==> src/rtl/kinase_ctrl_pkg.sv <==
// kinase_ctrl_pkg: opcodes, group widths, pump phase tables and FSM states for the valve sequencer
package kinase_ctrl_pkg;
    localparam logic [1:0] OP_LOAD   = 2'd0;
    localparam logic [1:0] OP_PUMP_A = 2'd1;
    localparam logic [1:0] OP_PUMP_B = 2'd2;
    localparam logic [1:0] OP_FLUSH  = 2'd3;
    localparam int CTRL_A_W = 13;
    localparam int CTRL_S_W = 4;
    localparam int PUMP_A_W = 3;
    localparam int PUMP_B_W = 2;
    localparam int PUMP_A_N = 6;
    localparam int PUMP_B_N = 2;
    localparam logic [PUMP_A_W-1:0] PUMP_A_SEQ [PUMP_A_N] = '{3'b110, 3'b100, 3'b101, 3'b001, 3'b011, 3'b010};
    localparam logic [PUMP_B_W-1:0] PUMP_B_SEQ [PUMP_B_N] = '{2'b10, 2'b01};
    localparam logic [PUMP_A_W-1:0] PUMP_A_IDLE = '1;
    localparam logic [PUMP_B_W-1:0] PUMP_B_IDLE = '1;
    typedef enum logic [1:0] {S_IDLE, S_PUMP_A, S_PUMP_B, S_FLUSH} state_t;
endpackage

==> src/rtl/pump_phase_gen.sv <==
// pump_phase_gen: dwell/phase/stroke sequencing for one peristaltic pump
module pump_phase_gen #(
    parameter int NPHASE = 6,
    parameter int STEP_CYCLES = 1000,
    parameter int CNT_W = 16,
    localparam int PW = NPHASE > 1 ? $clog2(NPHASE) : 1
) (
    input  logic             clk,
    input  logic             rst,
    input  logic             start,
    input  logic             abort,
    input  logic [CNT_W-1:0] count,
    output logic [PW-1:0]    phase,
    output logic             last,
    output logic             done
);
    localparam logic [CNT_W-1:0] STEP_LAST = CNT_W'(STEP_CYCLES - 1);
    localparam logic [PW-1:0] PH_LAST = PW'(NPHASE - 1);
    logic run, wrap, pwrap;
    logic [CNT_W-1:0] dwell, strokes, tgt_m1;
    logic [PW-1:0] ph;
    // phase is the index that takes effect after the coming edge, so the owner can register its pattern
    always_comb begin
        wrap = run && dwell == STEP_LAST;
        pwrap = wrap && ph == PH_LAST;
        last = pwrap && strokes == tgt_m1;
        phase = (start || pwrap) ? '0 : wrap ? ph + 1'b1 : ph;
    end
    // counters; the stroke target is kept as N-1 so the full CNT_W range completes without wrap
    always_ff @(posedge clk or posedge rst) begin
        if (rst) begin
            run <= 1'b0;
            dwell <= '0;
            ph <= '0;
            strokes <= '0;
            tgt_m1 <= '0;
            done <= 1'b0;
        end else begin
            run <= start || (run && !abort && !last);
            dwell <= (start || wrap) ? '0 : run ? dwell + 1'b1 : dwell;
            ph <= phase;
            strokes <= start ? '0 : pwrap ? strokes + 1'b1 : strokes;
            if (start) tgt_m1 <= count - 1'b1;
            done <= last && !abort;
        end
    end
endmodule

==> src/rtl/kinase_valve_sequencer.sv <==
// kinase_valve_sequencer: command-driven valve load, pump runs and line flush for the kinase_activity array
module kinase_valve_sequencer
    import kinase_ctrl_pkg::*;
#(
    parameter int STEP_CYCLES = 1000,
    parameter int FLUSH_CYCLES = 5000,
    parameter int CNT_W = 16
) (
    input  logic                clk,
    input  logic                rst,
    input  logic                cmd_valid,
    output logic                cmd_ready,
    input  logic [1:0]          cmd_op,
    input  logic [16:0]         cmd_arg,
    input  logic                abort,
    output logic [CTRL_A_W-1:0] ctrl_a,
    output logic [CTRL_S_W-1:0] ctrl_s,
    output logic [PUMP_A_W-1:0] pump_a,
    output logic [PUMP_B_W-1:0] pump_b,
    output logic                flush_en,
    output logic                busy,
    output logic                done
);
    localparam int FW = $clog2(FLUSH_CYCLES + 1);
    state_t state, state_d;
    logic accept, a_start, b_start, a_last, b_last, a_done, b_done, f_last, done_q;
    logic [CNT_W-1:0] stroke_n;
    logic [2:0] a_phase;
    logic [0:0] b_phase;
    logic [FW-1:0] fcnt;
    logic [CTRL_A_W-1:0] load_a;
    logic [CTRL_S_W-1:0] load_s;

    pump_phase_gen #(.NPHASE(PUMP_A_N), .STEP_CYCLES(STEP_CYCLES), .CNT_W(CNT_W)) u_gen_a (
        .clk(clk), .rst(rst), .start(a_start), .abort(abort), .count(stroke_n),
        .phase(a_phase), .last(a_last), .done(a_done)
    );
    pump_phase_gen #(.NPHASE(PUMP_B_N), .STEP_CYCLES(STEP_CYCLES), .CNT_W(CNT_W)) u_gen_b (
        .clk(clk), .rst(rst), .start(b_start), .abort(abort), .count(stroke_n),
        .phase(b_phase), .last(b_last), .done(b_done)
    );

    // state register
    always_ff @(posedge clk or posedge rst) begin
        if (rst) state <= S_IDLE;
        else state <= state_d;
    end

    // next state; a zero-stroke pump command never leaves IDLE
    always_comb begin
        state_d = state;
        case (state)
            S_IDLE:   if (accept) state_d = cmd_op == OP_FLUSH ? S_FLUSH : a_start ? S_PUMP_A : b_start ? S_PUMP_B : S_IDLE;
            S_PUMP_A: if (abort || a_last) state_d = S_IDLE;
            S_PUMP_B: if (abort || b_last) state_d = S_IDLE;
            default:  if (abort || f_last) state_d = S_IDLE;
        endcase
    end

    // handshake and decoded status
    always_comb begin
        cmd_ready = state == S_IDLE;
        busy = !cmd_ready;
        accept = cmd_valid && cmd_ready;
        stroke_n = cmd_arg[CNT_W-1:0];
        a_start = accept && cmd_op == OP_PUMP_A && stroke_n != '0;
        b_start = accept && cmd_op == OP_PUMP_B && stroke_n != '0;
        f_last = state == S_FLUSH && fcnt == FW'(FLUSH_CYCLES - 1);
        done = done_q || a_done || b_done;
    end

    // registered outputs built from the next state so patterns appear one cycle after acceptance
    always_ff @(posedge clk or posedge rst) begin
        if (rst) begin
            load_a <= '0;
            load_s <= '0;
            ctrl_a <= '0;
            ctrl_s <= '0;
            pump_a <= PUMP_A_IDLE;
            pump_b <= PUMP_B_IDLE;
            flush_en <= 1'b0;
            fcnt <= '0;
            done_q <= 1'b0;
        end else begin
            if (accept && cmd_op == OP_LOAD) {load_s, load_a} <= cmd_arg;
            {ctrl_s, ctrl_a} <= state_d == S_FLUSH ? '1 : (accept && cmd_op == OP_LOAD) ? cmd_arg : {load_s, load_a};
            pump_a <= state_d == S_FLUSH ? '1 : state_d == S_PUMP_A ? PUMP_A_SEQ[a_phase] : PUMP_A_IDLE;
            pump_b <= state_d == S_FLUSH ? '1 : state_d == S_PUMP_B ? PUMP_B_SEQ[b_phase] : PUMP_B_IDLE;
            flush_en <= state_d == S_FLUSH;
            fcnt <= state == S_FLUSH ? fcnt + 1'b1 : '0;
            done_q <= (accept && cmd_op != OP_FLUSH && !a_start && !b_start) || (f_last && !abort);
        end
    end
endmodule
==> config.mk <==
export PLATFORM = sky130hd
export DESIGN_NAME = kinase_valve_sequencer
export DESIGN_NICKNAME = d
export VERILOG_FILES = /design/src/rtl/kinase_ctrl_pkg.sv /design/src/rtl/pump_phase_gen.sv /design/src/rtl/kinase_valve_sequencer.sv
export SDC_FILE = /design/constraint.sdc
export NUM_CORES = 1
export LEC_CHECK = 0
export CELL_PAD_IN_SITES_DETAIL_PLACEMENT = 1
export CELL_PAD_IN_SITES_GLOBAL_PLACEMENT = 1
export CORE_MARGIN = 2
export CORE_UTILIZATION = 50
export DETAILED_ROUTE_END_ITERATION = 7
export PLACE_DENSITY_LB_ADDON = 0.1
export SETUP_SLACK_MARGIN = 0.02
export SLEW_MARGIN = 10
export SYNTH_ARGS = -nofsm -noshare
export SYNTH_HDL_FRONTEND = slang
export SYNTH_SLANG_ARGS = --single-unit
export TNS_END_PERCENT = 10
==> constraint.sdc <==
create_clock -name clk -period 7.9 [get_ports clk]
set_input_delay 1.185 -clock clk [delete_from_list [all_inputs] [get_ports clk]]
set_output_delay 1.185 -clock clk [all_outputs]
set_load 0.05 [all_outputs]
==> impl_results.md, run 1 <==
* Worst r2r dst: u_gen_b.dwell[13]
* Number of synthesized flops with an enable pin at 0
* Inst Count DP at 969
* Row cnt at 45
* Hold_buf cts at 0
* Sequential share of the synthesized area at 0.5288
* Endpoint, Worst Hold: fcnt[0]
* CTS root buffer: clkbuf_16
* Synth unique cells at 55
* WL final at about 18 mm
* Longest Clk Path Bufs at 2
* Setup bufs post-CTS at 0
* Adder-Cell Fraction of Synth Area at 0.01782
* Remaining global-route overflow at 0
* Vias after detailed routing at between 5000 and 6000
* Max H-tree Level at 4
* Gpl congestion at between 0.8 and 0.9
* Synth cell count leaders: 155 x dfrtp_1, 126 x nor2_1, 97 x nand2_1, 63 x xor2_1, 50 x xnor2_1
* Mux share of post-synthesis cell area at 0.03349
* Post-DP Area at slightly above 8000 µm²
* Max-Cap Viols at 0
* Crit-path max cell delay at between 0.7 and 0.8 ns
* Worst-skew pair later-pin latency at ~0.43 ns
* Synth warnings at 0
* Max Clk Rate at 251.8 MHz
* IO buf count at 48
* Period utilisation layout at 0.5026
* Critical path cell sequence: clkdlybuf4s50_1, inv_1, ha_1, nor4b_1, nand4_2, nand3_1, o21ai_1, nor2_1
* Kind of cell adding the most delay to the critical path: simple AND/OR/NAND/NOR gates
* Type of the worst setup path: in -> reg
* I/O pin total at 49
* Startpoint Class: primary input
* Worst min path class: reg -> reg
* Reg2reg start: state[1]
* R2R depth at 6
* Post-synthesis simple-gate area fraction at 0.2250
* Post-synth top flop: dfrtp_1
* CP max-delay cell: nand3_1
* Antenna-violating nets left at 0
* RSZ-0062 raised after global routing: no
* Core Box Area at 15030 µm²
* Post-Syn Instances at around 750
* Hold path depth at 1
* Critical path fanouts, max at 31
* Layout Skew at approximately 0.012 ns
* Number of global-route vias before repair at roughly 6000
* Synth Cell Area at around 7600 µm²
* Post-Place Worst Slack at approximately 3.5 ns
* Layout cells sized above 1 at 0.09225
* Hold path start: fcnt[0]
* CP Data Arrival Time at between 4 and 5 ns
* Final setup margin at 3.929 ns
* Post-Synth XOR/XNOR Area at 0.1305
* Ant. Diodes at 0
* Cell Count, Final, Fillers Out at 1001
* First drt pass iteration count at 4
* LEAKAGE at 3.921 nW
* CTS tree: done
* Status: complete, no violations
* Setup tns final at 0 ns
* Worst R2R Setup Slack at 4.77 ns
* First-pass GRT wire length at roughly 31 mm
* Synth async-reset ratio at 1.000
* Finished Cell Area at between 8000 and 9000 µm²
* Worst slew pin tran at ~1.1 ns
* Die height at 127.2 µm
* GR Util All Layers at 0.2422
* Syn_nets at 786
* Final Hold Vio Count at 0
* CTS Buf Count at 17
* First DRT Iteration DRCs at ~290
* Avg Inst Size Synth at 10.07 µm²
* Final hold slack at ~0.47 ns
* Total Power at between 2 and 3 mW
* Worst slew margin at 0.2907
* Initial Utilization at 0.5045
* Drt drc at 0
* Synthesis-to-layout area growth at 16.25%
* Yosys top cell area share at 0.5115
* Crit path required time at 8.24 ns
* Die area at about 16000 µm²
* Final #Nets at around 830
* PD cells at around 320 nW/µm²
* Resized Gates After CTS at 0
* Crit path time final at ~4.0 ns
* Initial antenna violation count at 0
* WL per Instance at ~18 µm
* Via/cell ratio at about 5.5
* Post-synthesis compound-gate area fraction at 0.04554
* Final setup vio count at 0
* Seq cells post-synth at 160
* Clock slew seen by the registers of the worst setup and hold paths at approximately 0.070 ns
* CP Buf/Inv Count at 2
* Finished Core Util at 0.5864
* Largest family of logic cells by synthesized area: simple AND/OR/NAND/NOR gates
* Peak supply drop at 0.2843 mV
* Clock Sinks at 160
* Crit path capture type: flop
* Most frequent cell after synthesis: dfrtp_1
* Pins Over Slew Limit at 0
* Pin count of the biggest net entering global routing at 87
* Top post-synthesis cells by area: dfrtp_1 51%, xor2_1 7.3%, nor2_1 6.2%
* Die width at about 130 µm
* Post-DP HPWL at approximately 13 mm
* Yosys top cell by area: dfrtp_1
==> layer usage <==
layer  global-route usage  wire length [µm]  vias up  share of wire
met2               0.4165              9207       87           0.51
met1               0.3122              8138     2801           0.45
met5                    0                 0        -              0
met3              0.05486               613       14          0.034
li1                     -                 -     2618              -
met4              0.06270               211        0          0.012
==> placed cells by master (no fill, tap or decap), types with 16 or more instances in the layout <==
cell type / count
clkbuf_16: 17
xnor2_1: 50
and3_1: 16
dfrtp_1: 155
nand3_1: 29
nor2_1: 126
xor2_1: 63
mux2_2: 16
nand2_1: 97
o21ai_0: 35
nand4_1: 27
clkdlybuf4s50_1: 48
==> registers in the layout (all words and copies together) (netlist names), 16 cells and up <==
signal	cells
u_gen_a.strokes	16
u_gen_a.tgt_m1	16
u_gen_a.dwell	16
u_gen_b.dwell	16
u_gen_b.tgt_m1	16
u_gen_b.strokes	16
==> cell families after synthesis <==
| kind of cell | Yosys count |
|---|---|
| buf+inv | 34 |
| fa+ha+maj | 11 |
| flops | 160 |
| mux | 23 |
| xor+xnor | 113 |
| simple gates | 352 |
| compound gates | 60 |
==> layout make-up <==
cell class,count,area [µm²]
sequential,160,4010
fill,1648,6217
inverter,9,38.79
clock inverter,15,152.6
multi-input combinational,559,3436
tap,188,235.2
timing repair buffer,53,518.0
clock buffer,17,425.4
==> power breakdown <==
| group | internal [mW] | leakage (nW) | switching [mW] | total (mW) |
|---|---|---|---|---|
| logic | 0.324 | 1.56 | 0.525 | 0.849 |
| registers | 1.05 | 2.08 | 0.156 | 1.20 |
| clock network | 0.444 | 0.276 | 0.362 | 0.806 |
==> how the worst max path moves through the flow <==
stage	cells after the start	endpoint	slack (ns)	start
after floorplan	1	ctrl_a[0]	2.40	rst
after global placement	8	u_gen_b.dwell[5]	3.69	cmd_arg[0]
after detailed placement	8	u_gen_a.dwell[7]	3.51	cmd_arg[0]
after CTS	8	u_gen_b.dwell[3]	3.91	cmd_arg[0]
after global routing	8	u_gen_b.dwell[13]	3.54	cmd_arg[0]
final	8	u_gen_b.dwell[13]	3.93	cmd_arg[0]
(Power assumes the default switching activity.)
==> inputs of run 2 (changes only) <==
--- a/config.mk
+++ b/config.mk
@@ -8,7 +8,7 @@
 export CELL_PAD_IN_SITES_DETAIL_PLACEMENT = 1
 export CELL_PAD_IN_SITES_GLOBAL_PLACEMENT = 1
 export CORE_MARGIN = 2
-export CORE_UTILIZATION = 50
+export CORE_UTILIZATION = 47
 export DETAILED_ROUTE_END_ITERATION = 7
 export PLACE_DENSITY_LB_ADDON = 0.1
 export SETUP_SLACK_MARGIN = 0.02
==> constraint.sdc (replaced) <==
create_clock -name clk -period 4.1 [get_ports clk]
set_input_delay 0.615 -clock clk [delete_from_list [all_inputs] [get_ports clk]]
set_output_delay 0.615 -clock clk [all_outputs]
set_load 0.05 [all_outputs]
==> impl_results.md, run 2 (same netlist as run 1, synthesis figures left out) <==
* Row cnt at 46 (+2.2%)
* Die width at 131.0 µm (+3.0%)
* Worst-skew pair later-pin latency at 0.43 ns (about the same)
* Period utilisation layout at 0.7024
* WL per Instance at 17.67 µm (-2.7%)
* Gpl congestion at 0.8496 (+5.6%)
* Reg2reg start: u_gen_b.dwell[0]
* Setup bufs post-CTS at 0 (unchanged)
* Endpoint, Worst Hold: fcnt[0]
* Resized Gates After CTS at 0 (unchanged)
* Worst slew pin tran at 1.066 ns (+0.008878 ns)
* Crit path required time at 4.44 ns (-3.80 ns)
* Clock slew seen by the registers of the worst setup and hold paths at 0.06 ns (about the same)
* Critical path cell sequence: clkdlybuf4s50_1, inv_1, ha_1, nor4b_1, nand4_2, and3_1, nor3b_4, or3b_1
* Initial antenna violation count at 0 (unchanged)
* Crit-path max cell delay at 0.54 ns (-0.23 ns)
* RSZ-0062 raised after global routing: no
* Critical path fanouts, max at 19 (-39%)
* Commonest non-fill, non-tap cells in the layout: 155 x dfrtp_1, 126 x nor2_1, 97 x nand2_1, 63 x xor2_1, 50 x xnor2_1
* Type of the worst setup path: in -> reg
* Post-DP HPWL at 13.02 mm (+3.1%)
* Layout Skew at 0.008259 ns (-0.003744 ns)
* Kind of cell adding the most delay to the critical path: simple AND/OR/NAND/NOR gates
* Finished Core Util at 0.5651 (-0.02138)
* Pins Over Slew Limit at 0 (unchanged)
* Hold_buf cts at 0 (unchanged)
* Number of global-route vias before repair at 6045 (+0.40%)
* Max H-tree Level at 4 (unchanged)
* CP max-delay cell: clkdlybuf4s50_1
* Worst R2R Setup Slack at 1.39 ns (-3.38 ns)
* Startpoint Class: primary input
* Worst r2r dst: u_gen_b.strokes[15]
* Commonest non-fill, non-tap cell in the layout: dfrtp_1
* Vias after detailed routing at 5599 (+1.4%)
* Crit path time final at 2.880 ns
* Crit path capture type: flop
* Clock Sinks at 160 (unchanged)
* Peak supply drop at 0.4794 mV (+69%)
* Pin count of the biggest net entering global routing at 51 (-41%)
* Antenna-violating nets left at 0 (unchanged)
* Synthesis-to-layout area growth at 17.93%
* CTS Buf Count at 17 (unchanged)
* I/O pin total at 49 (unchanged)
* Core Box Area at 15830 µm² (+5.3%)
* Remaining global-route overflow at 0 (unchanged)
* Worst min path class: reg -> reg
* Setup tns final at 0 ns (unchanged)
* Worst slew margin at 0.2847 (-0.005958)
* Inst Count DP at 1001 (+3.3%)
* Status: complete, no violations
* CP Buf/Inv Count at 2 (unchanged)
* IO buf count at 48 (unchanged)
* GR Util All Layers at 0.2337 (-0.008427)
* Drt drc at 0 (unchanged)
* CTS root buffer: clkbuf_16
* First-pass GRT wire length at 30.53 mm (-1.1%)
* Longest Clk Path Bufs at 2 (unchanged)
* CP Data Arrival Time at 3.22 ns (-1.09 ns)
* Max-Cap Viols at 0 (unchanged)
* Cell Count, Final, Fillers Out at 1032 (+3.1%)
* Fill cells at 1705 (+3.5%)
* First DRT Iteration DRCs at 253 (-13%)
* Final setup vio count at 0 (unchanged)
* WL final at 18.24 mm (+0.36%)
* R2R depth at 12 (+6)
* Max Clk Rate at roughly 350 MHz
* Hold path depth at 1 (unchanged)
* First drt pass iteration count at 4 (unchanged)
* Die height at 131.0 µm (+3.0%)
* PD cells at 628.1 nW/µm² (+94%)
* Final Hold Vio Count at 0 (unchanged)
* Hold path start: fcnt[0]
* Layout cells sized above 1 at 0.09559 (+0.003337)
* Initial Utilization at 0.4791 (-0.02532)
* Final #Nets at 837 (+0.48%)
* Via/cell ratio at 5.425 (-1.6%)
* LEAKAGE at 3.971 nW (+1.3%)
* CTS tree: done
* Final hold slack at 0.4623 ns (-0.004079 ns)
* Ant. Diodes at 0 (unchanged)
* Die area at 17170 µm² (+6.2%)
-- run 2: routing by layer --
layer / GRT usage / wire (µm)
met4: 0.08511 / 399
met5: 0 / 0
met1: 0.2756 / 7720
met2: 0.4066 / 9235
met3: 0.06800 / 880
-- run 2: layout make-up --
cell class / count / area (µm²) / area share
repair buffers: 57 / 573.1 / 0.06407
clock buffers: 17 / 425.4 / 0.04757
inverters: 9 / 37.54 / 0.004197
multi-input cells: 559 / 3436 / 0.3842
clock inverters: 14 / 191.4 / 0.02140
well taps: 216 / 270.3 / 0.03022
flip-flops and latches: 160 / 4010 / 0.4484
-- run 2: power by group --
part / internal [mW] / switching [mW]
registers: 2.02 / 0.304
clock network: 1.02 / 0.649
logic: 0.629 / 1.00
total: 3.66 / 1.95
-- run 2: through the flow --
step | setup WS (ns) | instance area, µm² | power [mW]
5_1_grt | 0.9961 | 8944 | 5.932
3_3_place_gp | 0.9026 | 8327 | 3.907
6_report | 1.220 | 8944 | 5.617
3_5_place_dp | 0.8415 | 8327 | 3.979
2_1_floorplan | 1.378 | 7587 | 3.423
4_1_cts | 1.269 | 8944 | 5.688
-- run 2: worst reg2reg max path, stage by stage (launching register included) --
cell	delay, ns
dfrtp_1	0.39
ha_1	0.20
and3_1	0.19
nand4_1	0.15
nor2_1	0.14
ha_1	0.15
buf_4	0.18
nand4_1	0.21
or2_2	0.39
nor2_1	0.23
nand3_1	0.13
xor2_1	0.15
nor2_1	0.06
-- run 2: worst max-delay path by stage --
stage,cells past startpoint,startpoint,endpoint
after floorplan,7,state[1],ctrl_a[0]
after global placement,7,cmd_arg[10],pump_b[1]
final,8,cmd_arg[0],pump_b[1]
after global routing,8,cmd_arg[0],pump_b[1]
after CTS,8,cmd_arg[0],pump_b[1]
after detailed placement,7,cmd_arg[10],pump_b[1]
==> inputs of run 3 (changes only) <==
==> constraint.sdc (replaced) <==
create_clock -name clk -period 2.65 [get_ports clk]
set_input_delay 0.3975 -clock clk [delete_from_list [all_inputs] [get_ports clk]]
set_output_delay 0.3975 -clock clk [all_outputs]
set_load 0.05 [all_outputs]
==> impl_results.md, run 3 (same netlist as run 1, synthesis figures left out) <==
* Number of global-route vias before repair at 6288 (+4.0%)
* Worst slew pin tran at 1.041 ns (-0.02499 ns)
* Worst r2r dst: pump_b[0]
* Final setup vio count at 0 (unchanged)
* Crit path capture type: flop
* Core Box Area at 15830 µm² (unchanged)
* Longest Clk Path Bufs at 2 (unchanged)
* CTS root buffer: clkbuf_16
* Reg2reg start: fcnt[0]
* Fill cells at 1738 (+1.9%)
* Crit path required time at 2.99 ns (-1.45 ns)
* Critical path fanouts, max at 20 (+1)
* LEAKAGE at 4.113 nW (+3.6%)
* Max Clk Rate at approximately 400 MHz
* Critical path cell sequence: ha_1, nand3_1, nor4b_2, nand3_1, nor3b_2, buf_4, or3_1, or3_1
* Remaining global-route overflow at 0 (unchanged)
* Final Hold Vio Count at 0 (unchanged)
* Pin count of the biggest net entering global routing at 95 (+86%)
* Area of the multi-input gates at 3445 µm² (+0.25%)
* Antenna-violating nets left at 0 (unchanged)
* Crit-path max cell delay at 0.42 ns (-0.12 ns)
* Synthesis-to-layout area growth at 21.32%
* Commonest non-fill, non-tap cells in the layout: 155 x dfrtp_1, 126 x nor2_1, 97 x nand2_1, 63 x xor2_1, 50 x xnor2_1
* Register area at 4010 µm² (unchanged)
* Crit path time final at about 2.5 ns
* Post-DP Area at 8549 µm² (+2.7%)
* First-pass GRT wire length at 31.84 mm (+4.3%)
* Die height at 131.0 µm (unchanged)
* Initial antenna violation count at 0 (unchanged)
* CP max-delay cell: or3_1
* Startpoint Class: flop
* Worst setup startpoint: fcnt[0]
* CTS tree: done
* Max H-tree Level at 4 (unchanged)
* Hold_buf cts at 0 (unchanged)
* I/O pin total at 49 (unchanged)
* GR Util All Layers at 0.2425 (+0.008738)
* Clock slew seen by the registers of the worst setup and hold paths at 0.06 ns (about the same)
* Final #Nets at 865 (+3.3%)
* Worst slew margin at 0.3015 (+0.01677)
* First DRT Iteration DRCs at 269 (+6.3%)
* Via/cell ratio at 5.369 (-1.0%)
* First drt pass iteration count at 6 (+2)
* Commonest non-fill, non-tap cell in the layout: dfrtp_1
* Period utilisation layout at 0.9464
* Layout Skew at 0.007804 ns (-0.0004546 ns)
* Vias after detailed routing at 5697 (+1.8%)
* Ant. Diodes at 0 (unchanged)
* Peak supply drop at 0.9048 mV (+89%)
* WL per Instance at 18.15 µm (+2.7%)
* Gpl congestion at 0.8329 (-2.0%)
* Worst R2R Setup Slack at 0.14 ns (-1.25 ns)
* Pins Over Slew Limit at 0 (unchanged)
* Drt drc at 0 (unchanged)
* Die width at 131.0 µm (unchanged)
* IO buf count at 48 (unchanged)
* Finished Core Util at 0.5813 (+0.01621)
* R2R depth at 8 (-4)
* CP Data Arrival Time at 2.85 ns (-0.37 ns)
* Worst-skew pair later-pin latency at 0.43 ns (about the same)
* WL final at 19.26 mm (+5.6%)
* Die area at 17170 µm² (unchanged)
* Row cnt at 46 (unchanged)
* Worst min path class: in -> async
* Finished Cell Area at 9200 µm² (+2.9%)
* Initial Utilization at 0.4791 (unchanged)
* Max-Cap Viols at 0 (unchanged)
* Final hold slack at 0.4435 ns (-0.01875 ns)
* PD cells at 961.9 nW/µm² (+53%)
* Status: complete, no violations
* CTS Buf Count at 17 (unchanged)
* Post-DP HPWL at 13.53 mm (+3.9%)
* Layout cells sized above 1 at 0.1290 (+0.03341)
* Type of the worst setup path: reg -> reg
* Clock Sinks at 160 (unchanged)
run 3: cell types whose count changed in the layout (fill, tap and decap cells not counted):
cell        before  now
buf_4            7   34
clkinv_2         4    0
inv_6            1    5
clkinv_4         4    1
clkinvlp_4       2    5
buf_12           2    3
clkbuf_8         0    1
ha_1            10    9
ha_2             0    1
nor4b_1          2    1
nor4b_2          0    1
run 3: routing by layer:
layer | part of all wire | up-vias | track usage
li1 | - | 2688 | -
met1 | 0.43 | 2896 | 0.2892
met2 | 0.53 | 86 | 0.4358
met3 | 0.029 | 27 | 0.05008
met4 | 0.019 | 0 | 0.08260
met5 | 0 | - | 0
run 3: area by class of cell:
| class | count | area share |
|---|---|---|
| clock inverters | 14 | 0.02203 |
| repair buffers | 85 | 0.08650 |
| clock buffers | 18 | 0.04774 |
| inverters | 9 | 0.004080 |
| flip-flops and latches | 160 | 0.4359 |
| multi-input cells | 559 | 0.3744 |
| well taps | 216 | 0.02938 |
run 3: stage by stage:
step                power (mW)  setup TNS [ns]  std cells  setup slack [ns]
floorplan                5.296         -0.5784        753          -0.07183
global placement         6.053        -0.04101       1029          -0.02224
detailed placement       6.207         -0.1568       1029          -0.08546
CTS                      8.952               0       1061            0.1087
global route             9.341        -0.01735       1061         -0.009871
finish                   8.849               0       1061            0.1419
run 3: critical path: cells and delay by family, from the launching register on:
kind,cells,cell delay (ns)
simple gates,6,1.57
buf+inv,1,0.23
fa+ha+maj,1,0.25
flops,1,0.37
run 3: worst max path at each step:
stage                                      to  slack [ns]  cells past startpoint
after floorplan                     ctrl_a[0]       -0.07                      7
after global placement              pump_b[1]       -0.02                     10
after detailed placement            pump_b[0]       -0.09                     10
after CTS                 u_gen_b.strokes[15]        0.11                     10
after global routing                pump_b[0]       -0.01                      8
final                               pump_b[0]        0.14                      8
run 3: power by group:
group | internal [mW] | total [mW] | switching, mW
sequential | 3.12 | 3.60 | 0.474
combinational | 1.01 | 2.59 | 1.58
clock | 1.62 | 2.66 | 1.05
total | 5.75 | 8.85 | 3.10
run 3: what timing repair did:
action                     CTS  global route
buffers inserted             0             0
gates resized for setup      0             2
setup endpoints to repair    0             6
